===== src/rtl/rotary_quad_multi.sv =====
// Multi-channel quadrature rotary decoder: synchronise, debounce, detect full
// detents, keep signed positions, and expose them over Avalon-MM with an interrupt.
module rotary_quad_multi #(
    parameter int NUM_CH   = 2,
    parameter int CNT_W    = 16,
    parameter int FILT_LEN = 4
) (
    input  logic                clk_clk,
    input  logic                reset_reset_n,
    input  logic [2*NUM_CH-1:0] rotary_in,
    output logic [NUM_CH-1:0]   rotary_cw,
    output logic [NUM_CH-1:0]   rotary_ccw,
    input  logic [3:0]          avs_address,
    input  logic                avs_read,
    input  logic                avs_write,
    input  logic [31:0]         avs_writedata,
    output logic [31:0]         avs_readdata,
    output logic                irq
);
    localparam int               NB        = 2 * NUM_CH;
    localparam logic [7:0]       FILT_LAST = 8'(FILT_LEN - 1);
    localparam logic [CNT_W-1:0] POS_ONE   = CNT_W'(1);

    logic [NB-1:0]           sync1_r, sync2_r, filt_r, prev_r;
    logic [7:0]              fcnt_r [NB];
    logic signed [2:0]       phase_r [NUM_CH];
    logic signed [2:0]       phase_s [NUM_CH];
    logic [NUM_CH-1:0]       evt_cw_s, evt_ccw_s, evt_err_s;
    logic [NUM_CH-1:0]       evt_cw_r, evt_ccw_r, evt_err_r;
    logic [NUM_CH-1:0]       cw_r, ccw_r, err_pls_r;
    logic signed [CNT_W-1:0] pos_r [NUM_CH];
    logic [NUM_CH-1:0]       pend_r, err_r, irq_en_r;
    logic [NUM_CH-1:0]       pos_wr_s, pend_clr_s, err_clr_s;
    logic                    stat_wr_s, en_wr_s;
    logic [31:0]             rdata_s, readdata_r;
    logic                    irq_r;
    logic                    unused_s;

    assign rotary_cw    = cw_r;
    assign rotary_ccw   = ccw_r;
    assign avs_readdata = readdata_r;
    assign irq          = irq_r;
    assign unused_s     = ^avs_writedata;

    // Two-flop synchroniser followed by a per-bit persistence filter
    always_ff @(posedge clk_clk or negedge reset_reset_n) begin
        if (!reset_reset_n) begin
            sync1_r <= {NB{1'b0}};
            sync2_r <= {NB{1'b0}};
            filt_r  <= {NB{1'b0}};
            for (int i = 0; i < NB; i++) fcnt_r[i] <= 8'd0;
        end else begin
            sync1_r <= rotary_in;
            sync2_r <= sync1_r;
            for (int i = 0; i < NB; i++) begin
                if (sync2_r[i] == filt_r[i]) begin
                    fcnt_r[i] <= 8'd0;
                end else if (fcnt_r[i] == FILT_LAST) begin
                    fcnt_r[i] <= 8'd0;
                    filt_r[i] <= sync2_r[i];
                end else begin
                    fcnt_r[i] <= fcnt_r[i] + 8'd1;
                end
            end
        end
    end

    // Detent tracking: phase counts net quarter steps since the last visit to 00,
    // so only a complete sequence ending at 00 produces a pulse.
    always_comb begin
        evt_cw_s  = {NUM_CH{1'b0}};
        evt_ccw_s = {NUM_CH{1'b0}};
        evt_err_s = {NUM_CH{1'b0}};
        for (int k = 0; k < NUM_CH; k++) begin
            phase_s[k] = phase_r[k];
            if ((filt_r[2*k +: 2] ^ prev_r[2*k +: 2]) == 2'b11) begin
                evt_err_s[k] = 1'b1;
                phase_s[k]   = 3'sd0;
            end else if (filt_r[2*k +: 2] != prev_r[2*k +: 2]) begin
                if (filt_r[2*k +: 2] == 2'b00) begin
                    evt_cw_s[k]  = (prev_r[2*k +: 2] == 2'b10) && (phase_r[k] == 3'sd3);
                    evt_ccw_s[k] = (prev_r[2*k +: 2] == 2'b01) && (phase_r[k] == -3'sd3);
                    phase_s[k]   = 3'sd0;
                end else begin
                    case ({prev_r[2*k +: 2], filt_r[2*k +: 2]})
                        4'b0001, 4'b0111, 4'b1110: phase_s[k] = phase_r[k] + 3'sd1;
                        default:                   phase_s[k] = phase_r[k] - 3'sd1;
                    endcase
                end
            end else begin
                phase_s[k] = phase_r[k];
            end
        end
    end

    // Decoder state and the two-stage event pipeline feeding the output pulses
    always_ff @(posedge clk_clk or negedge reset_reset_n) begin
        if (!reset_reset_n) begin
            prev_r    <= {NB{1'b0}};
            evt_cw_r  <= {NUM_CH{1'b0}};
            evt_ccw_r <= {NUM_CH{1'b0}};
            evt_err_r <= {NUM_CH{1'b0}};
            cw_r      <= {NUM_CH{1'b0}};
            ccw_r     <= {NUM_CH{1'b0}};
            err_pls_r <= {NUM_CH{1'b0}};
            for (int k = 0; k < NUM_CH; k++) phase_r[k] <= 3'sd0;
        end else begin
            prev_r    <= filt_r;
            evt_cw_r  <= evt_cw_s;
            evt_ccw_r <= evt_ccw_s;
            evt_err_r <= evt_err_s;
            cw_r      <= evt_cw_r;
            ccw_r     <= evt_ccw_r;
            err_pls_r <= evt_err_r;
            for (int k = 0; k < NUM_CH; k++) phase_r[k] <= phase_s[k];
        end
    end

    // Register write decode
    always_comb begin
        stat_wr_s = avs_write && (avs_address == 4'd8);
        en_wr_s   = avs_write && (avs_address == 4'd9);
        for (int k = 0; k < NUM_CH; k++) begin
            pos_wr_s[k]   = avs_write && (avs_address == 4'(k));
            pend_clr_s[k] = stat_wr_s && avs_writedata[k];
            err_clr_s[k]  = stat_wr_s && avs_writedata[16 + k];
        end
    end

    // Position counters; a bus write takes priority over a same-cycle detent
    always_ff @(posedge clk_clk or negedge reset_reset_n) begin
        if (!reset_reset_n) begin
            for (int k = 0; k < NUM_CH; k++) pos_r[k] <= {CNT_W{1'b0}};
        end else begin
            for (int k = 0; k < NUM_CH; k++) begin
                if (pos_wr_s[k]) begin
                    pos_r[k] <= avs_writedata[CNT_W-1:0];
                end else if (cw_r[k]) begin
                    pos_r[k] <= pos_r[k] + POS_ONE;
                end else if (ccw_r[k]) begin
                    pos_r[k] <= pos_r[k] - POS_ONE;
                end
            end
        end
    end

    // Sticky status bits (set beats clear), interrupt enables and the irq line
    always_ff @(posedge clk_clk or negedge reset_reset_n) begin
        if (!reset_reset_n) begin
            pend_r   <= {NUM_CH{1'b0}};
            err_r    <= {NUM_CH{1'b0}};
            irq_en_r <= {NUM_CH{1'b0}};
            irq_r    <= 1'b0;
        end else begin
            pend_r <= (pend_r & ~pend_clr_s) | cw_r | ccw_r;
            err_r  <= (err_r & ~err_clr_s) | err_pls_r;
            if (en_wr_s) begin
                irq_en_r <= avs_writedata[NUM_CH-1:0];
            end
            irq_r <= |(pend_r & irq_en_r);
        end
    end

    // Read data mux
    always_comb begin
        rdata_s = 32'd0;
        case (avs_address)
            4'd8: begin
                for (int k = 0; k < NUM_CH; k++) begin
                    rdata_s[k]      = pend_r[k];
                    rdata_s[16 + k] = err_r[k];
                end
            end
            4'd9: begin
                for (int k = 0; k < NUM_CH; k++) rdata_s[k] = irq_en_r[k];
            end
            default: begin
                for (int k = 0; k < NUM_CH; k++) begin
                    rdata_s = rdata_s | ((avs_address == 4'(k)) ? 32'(pos_r[k]) : 32'd0);
                end
            end
        endcase
    end

    // Read data register with fixed latency of one cycle; holds between reads
    always_ff @(posedge clk_clk or negedge reset_reset_n) begin
        if (!reset_reset_n) begin
            readdata_r <= 32'd0;
        end else if (avs_read) begin
            readdata_r <= rdata_s;
        end
    end

endmodule


===== config.mk =====
export PLATFORM = sky130hd
export DESIGN_NAME = rotary_quad_multi
export DESIGN_NICKNAME = d
export VERILOG_FILES = /design/src/rtl/rotary_quad_multi.sv
export SDC_FILE = /design/constraint.sdc
export NUM_CORES = 1
export LEC_CHECK = 0
export CAP_MARGIN = 20
export CORE_UTILIZATION = 30
export CTS_BUF_LIST = sky130_fd_sc_hd__clkbuf_16
export CTS_CLUSTER_DIAMETER = 30
export DETAILED_ROUTE_END_ITERATION = 16
export SYNTH_ARGS = -nofsm -noshare
export SYNTH_HDL_FRONTEND = slang
export SYNTH_SLANG_ARGS = --single-unit

===== constraint.sdc =====
create_clock -name clk_clk -period 2.85 [get_ports clk_clk]
set_input_delay 0.57 -clock clk_clk [delete_from_list [all_inputs] [get_ports clk_clk]]
set_output_delay 0.57 -clock clk_clk [all_outputs]
set_load 0.02 [all_outputs]

; ---- Word-level counts from Yosys, hierarchy flattened
; Cells that the tools add are included.
[word_totals]
reg_bits = 137
latchBits = 0
ramBits = 0
rom_bits = 0
input_bits = 44
output_inout_bits = 37
memories = 0
[op_classes]
n_addsub = 12
multipliers = 0
div_mod_pow = 0
n_lt_le_gt_ge = 0
eq_ne = 29
n_shift = 0
n_mux = 42
bitwise = 15
n_reduce_logical = 27
[ops]
columns = operator, count
row1 = 2-to-1 mux 16 bit, 6
row2 = 2-to-1 mux 32 bit, 2
row3 = 2-to-1 mux 8 bit, 8
row4 = adder 16 x 1 -> 16 bit (second input constant), 2
row5 = adder 8 x 1 -> 8 bit (second input constant), 4
row6 = equality test 8 x 2 -> 1 bit (second input constant), 4
row7 = OR 32 bit, 1
row8 = subtractor 16 x 1 -> 16 bit (second input constant), 2
row9 = 2-to-1 mux 14 bit, 2
row10 = 2-to-1 mux 3 bit, 8
row11 = equality test 4 bit (second input constant), 4
row12 = 2-to-1 mux 1 bit, 14
row13 = equality test 3 bit (second input constant), 4
row14 = equality test 4 x 1 -> 1 bit (second input constant), 3
row15 = logical AND 1 bit, 12
row16 = equality test 2 bit (second input constant), 4
row17 = equality test 4 x 3 -> 1 bit (second input constant), 2
row18 = case mux 2 bit (2 select lines), 2
row19 = AND reduction 2 bit, 4
row20 = adder 3 x 2 -> 3 bit (second input constant), 2
row21 = bitwise AND 2 bit, 3
row22 = OR 2 bit, 3
row23 = nonzero test 3 bit, 2
row24 = OR reduction 3 bit, 2
row25 = other kinds (11), 25

; ---- Logic depth before layout (Yosys ltp)
[depth]
depth_word = 7
depth_mapped = 12
mapped_depth_nobuf = 10

; ---- Worst setup path before layout
; Ideal clock, no wire load.
[synth_path]
path_kind = reg-to-reg
from = register cw_r[1], in the netlist rotary_cw[1]
to = register pos_r[14] (netlist name)
arrival_time_ns = 2.493
path_slack_ns = 0.258
stages_incl_launch_ff = 10
path_buffers = 0
period_less_slack_ns = 2.592
path_cell_list = dfrtp_1 > inv_1 > ha_1 > nor2b_4 > o31a_4 > a41oi_4 > o21ai_2 > o31ai_4 > xor2_1 > a311oi_1
[synth_via]
elab_chain_len = 2
[synth_lines]
columns = element, line_no
row1 = "start, declared", 30  ; logic [NUM_CH-1:0] cw_r, ccw_r, err_pls_r;
row2 = "start signal, assigned", 103  ; cw_r <= {NUM_CH{1'b0}};
row3 = "start signal, assigned", 112  ; cw_r <= evt_cw_r;
row4 = 2-to-1 mux 16 bit, 138  ; end else if (cw_r[k]) begin
row5 = 2-to-1 mux 16 bit, 136  ; if (pos_wr_s[k]) begin
row6 = "end signal, assigned by index", 137  ; pos_r[k] <= avs_writedata[CNT_W-1:0];
row7 = "end signal, assigned by index", 139  ; pos_r[k] <= pos_r[k] + POS_ONE;
row8 = "end signal, assigned by index", 141  ; pos_r[k] <= pos_r[k] - POS_ONE;
row9 = "end, declared", 31  ; logic signed [CNT_W-1:0] pos_r [NUM_CH];
; Several ways; a longest one is shown, not always the timed one.
; A chain may end at the register's enable or synchronous reset.

; ---- Final worst setup path
[layout_path]
from = register cw_r[0], in the netlist rotary_cw[0]
to = register pos_r[31] (netlist name)
; Same word-level chain as after synthesis.

==> metrics.txt <==
final critical-path required period=~2.5 ns; kind of end point of the critical path=flop; Pwr Density=roughly 980 nW/um2; grt total ovfl=0; GR Util All Layers=between 10 and 15%; Initial DRC Count=276; drt pass-1 iters=5; Mapped Avg Cell Area=9.40 um2; Max-Cap Viols=0; Seq/Total Area, Yosys=43.8%; Die Height=155 um; RSZ-0062 raised after global routing=false; worst slew pin tran=approximately 0.93 ns; CP cell instances=inv_1 -> buf_4 -> ha_1 -> o21ai_0 -> o211ai_1 -> nand2_1 -> a21oi_1 -> mux2i_1 -> xnor2_1 -> o21ai_1; DRC Markers=0; Routed Antenna Nets=0; R2R setup slack=0.39 ns; clk root buf=clkbuf_16; Critical path destination=pos_r[31]; setup TNS=0 ns; TritonCTS Sinks=123; non-filler cells, final=around 1100; placeable core area=roughly 23000 um2; Num CTS Buffers=17; crit path launch type=flop; antenna violations before repair=0; Layout area overhead=22.5%; crit path DAT=roughly 2.8 ns; Fmax achieved=~400 MHz; Post-Place Cells=approximately 1100; Die ar.=between 20000 and 25000 um2; Syn Inst Count=between 700 and 800; Crit path largest cell delay=around 0.34 ns; Min-Delay Path Class=primary input to asynchronous set/reset pin; WL/cell=between 10 and 15 um; # H-tree levels=4; r2r worst-path depth=10; Post-Syn Nets=slightly above 800; critical path class=flop to flop; reg-to-reg endpoint=pos_r[31]; fin nets=slightly below 900; CTS tree=built; Yosys reg bits=123; vias per cell=just under 5; Final setup violation count=0; initial core utilization=between 30 and 40%; Final period util=approximately 86%; layout cells sized above 1=9.25%; number of global-route vias before repair=5279; worst path bufs/invs=2; Synth Cell Area=7030 um2; peak supply drop=a little over 300 uV; total power=approximately 8500 uW; final WL=15800 um; Post-DP HPWL=~12000 um; Synth cell types=66; Final Skew=around 0.0075 ns; crit path from=rotary_cw[0]; Leakage=0.00354 uW; pin count of the biggest net entering global routing=49; Synth Flop Type=dfrtp_1; share of flip-flops with an asynchronous set or reset=100%; cts repair resizes=0; fill cell count=2315; critical path depth=10; total setup buffers inserted after CTS=0; Ant. Diodes=0; final count of pins violating max slew=0; Fin. Hold Viols=0; hold-fix buffers at CTS=0; EDFF count, synth=0; # rows=55; Critical Path RT=about 3.1 ns; clk_lat worst skew=0.41 ns; clk slew on worst S/H paths=roughly 0.060 ns; FF-to-FF Start=rotary_cw[0]; crit path max fanout=11; I/O Buffers=between 60 and 70; Clock Path Buffers=2; critical path's top delay family=compound AO/OA/AOI/OAI gates; first-pass GRT wire length=26900 um; Synth warnings=0; Worst path slowest cell=dfrtp_1; routed vias=between 5000 and 6000; multi-input logic area=3640 um2; Final Wtd Congestion=0.871; IO Count=between 80 and 90; run status=completed; Reg area=3080 um2; headroom to the max-slew limit=between 30% and 40%; die width=about 160 um
## layer usage
metal,GRT usage (%),up-vias,share of wire (%)
li1,-,2774,-
met1,19.1,2574,49
met2,21.8,100,46
met3,3.23,13,4.0
met4,4.53,0,1.2
met5,0,-,0
## metrics by stage
step | hold WS (ns) | instance area, um2 | worst slack (ns) | util [%]
3_3_place_gp | 0.333 | 8010 | 0.350 | 35.1
3_5_place_dp | 0.335 | 8010 | 0.292 | 35.1
4_1_cts | 0.168 | 8610 | 0.372 | 37.7
5_1_grt | 0.190 | 8610 | 0.207 | 37.7
6_report | 0.150 | 8610 | 0.387 | 37.7
2_1_floorplan | 0.274 | 7030 | 0.258 | -
## worst reg2reg max path, delay by kind of cell, from the launching register on
kind | cells | cell delay, ns
compound gates | 4 | 0.74
fa+ha+maj | 1 | 0.35
flops | 1 | 0.34
buf+inv | 2 | 0.34
mux | 1 | 0.32
xor+xnor | 1 | 0.16
simple gates | 1 | 0.10
## kinds of logic (layout without fill, tap and decap cells)
logic type	after synthesis	count (layout)	share of synthesized area, %
buffers and inverters	69	143	4.50
flip-flops	123	123	43.8
AO/OA/AOI/OAI	203	203	18.9
XOR/XNOR	57	57	7.10
adder cells (fa/ha/maj)	36	36	6.83
multiplexers	9	9	1.41
AND/OR/NAND/NOR	251	251	17.5
## state kept, by name, summed over array words and instances (netlist names), 4 cells and up
register      cells
avs_readdata     18
fcnt_r           32
filt_r            4
phase_r           6
pos_r            32
prev_r            4
sync1_r           4
sync2_r           4
## power breakdown
part	total [uW]	leakage, uW	switching [uW]	internal (uW)
Sequential	2790	0.00154	578	2210
Clock	2190	0.000280	813	1370
Combinational	3500	0.00171	1890	1610
Total	8480	0.00354	3280	5200
## layout by cell type (no fill, tap or decap), drive strengths merged, types with 7 or more instances in the layout
cell type and count:
ha 32, nand2 67, nor4 7, clkdlybuf4s50 65, nor3 13, xnor2 23, and2 8, mux2 7
and3 15, buf 19, clkbuf 17, dfrtp 123, nor2b 10, nand2b 7, inv 30, nand3 23
o22ai 18, a21oi 67, nor2 79, a211oi 9, a22oi 18, o21ai 48, xor2 34
## how the worst min path moves through the flow
stage / to / slack [ns] / depth (start not counted)
after floorplan: avs_readdata[0] / 0.27 / 0
after global placement: rotary_cw[1] / 0.33 / 0
after detailed placement: sync2_r[1] / 0.33 / 0
after CTS: avs_readdata[1] / 0.17 / 1
after global routing: irq_en_r[0] / 0.19 / 1
final: avs_readdata[1] / 0.15 / 1
## area by class of cell
| class | count | area share (%) |
|---|---|---|
| clock buffer | 17 | 4.94 |
| clock inverter | 15 | 1.99 |
| inverter | 27 | 1.18 |
| multi-input combinational | 556 | 42.2 |
| sequential | 123 | 35.7 |
| tap | 313 | 4.55 |
| timing repair buffer | 84 | 9.36 |
## Yosys cell counts, types with 7 or more instances
library cell | instances | share of area, %
and2_1 | 8 | 0.71
nor2_1 | 79 | 4.2
a22oi_1 | 18 | 1.9
mux2_2 | 7 | 1.1
nor2b_1 | 9 | 0.80
inv_1 | 27 | 1.4
xnor2_1 | 23 | 2.9
nor3_1 | 12 | 0.85
nand2_1 | 67 | 3.6
o21ai_0 | 34 | 2.4
and3_1 | 15 | 1.3
a21oi_1 | 65 | 4.6
ha_1 | 32 | 5.7
clkbuf_1 | 22 | 1.2
nand3_1 | 23 | 1.6
o22ai_1 | 18 | 1.6
nand2b_1 | 7 | 0.62
dfrtp_1 | 123 | 44
o21ai_1 | 12 | 0.85
xor2_1 | 34 | 4.2
buf_4 | 14 | 1.5
Note: power is estimated with default switching activity, not from simulation.
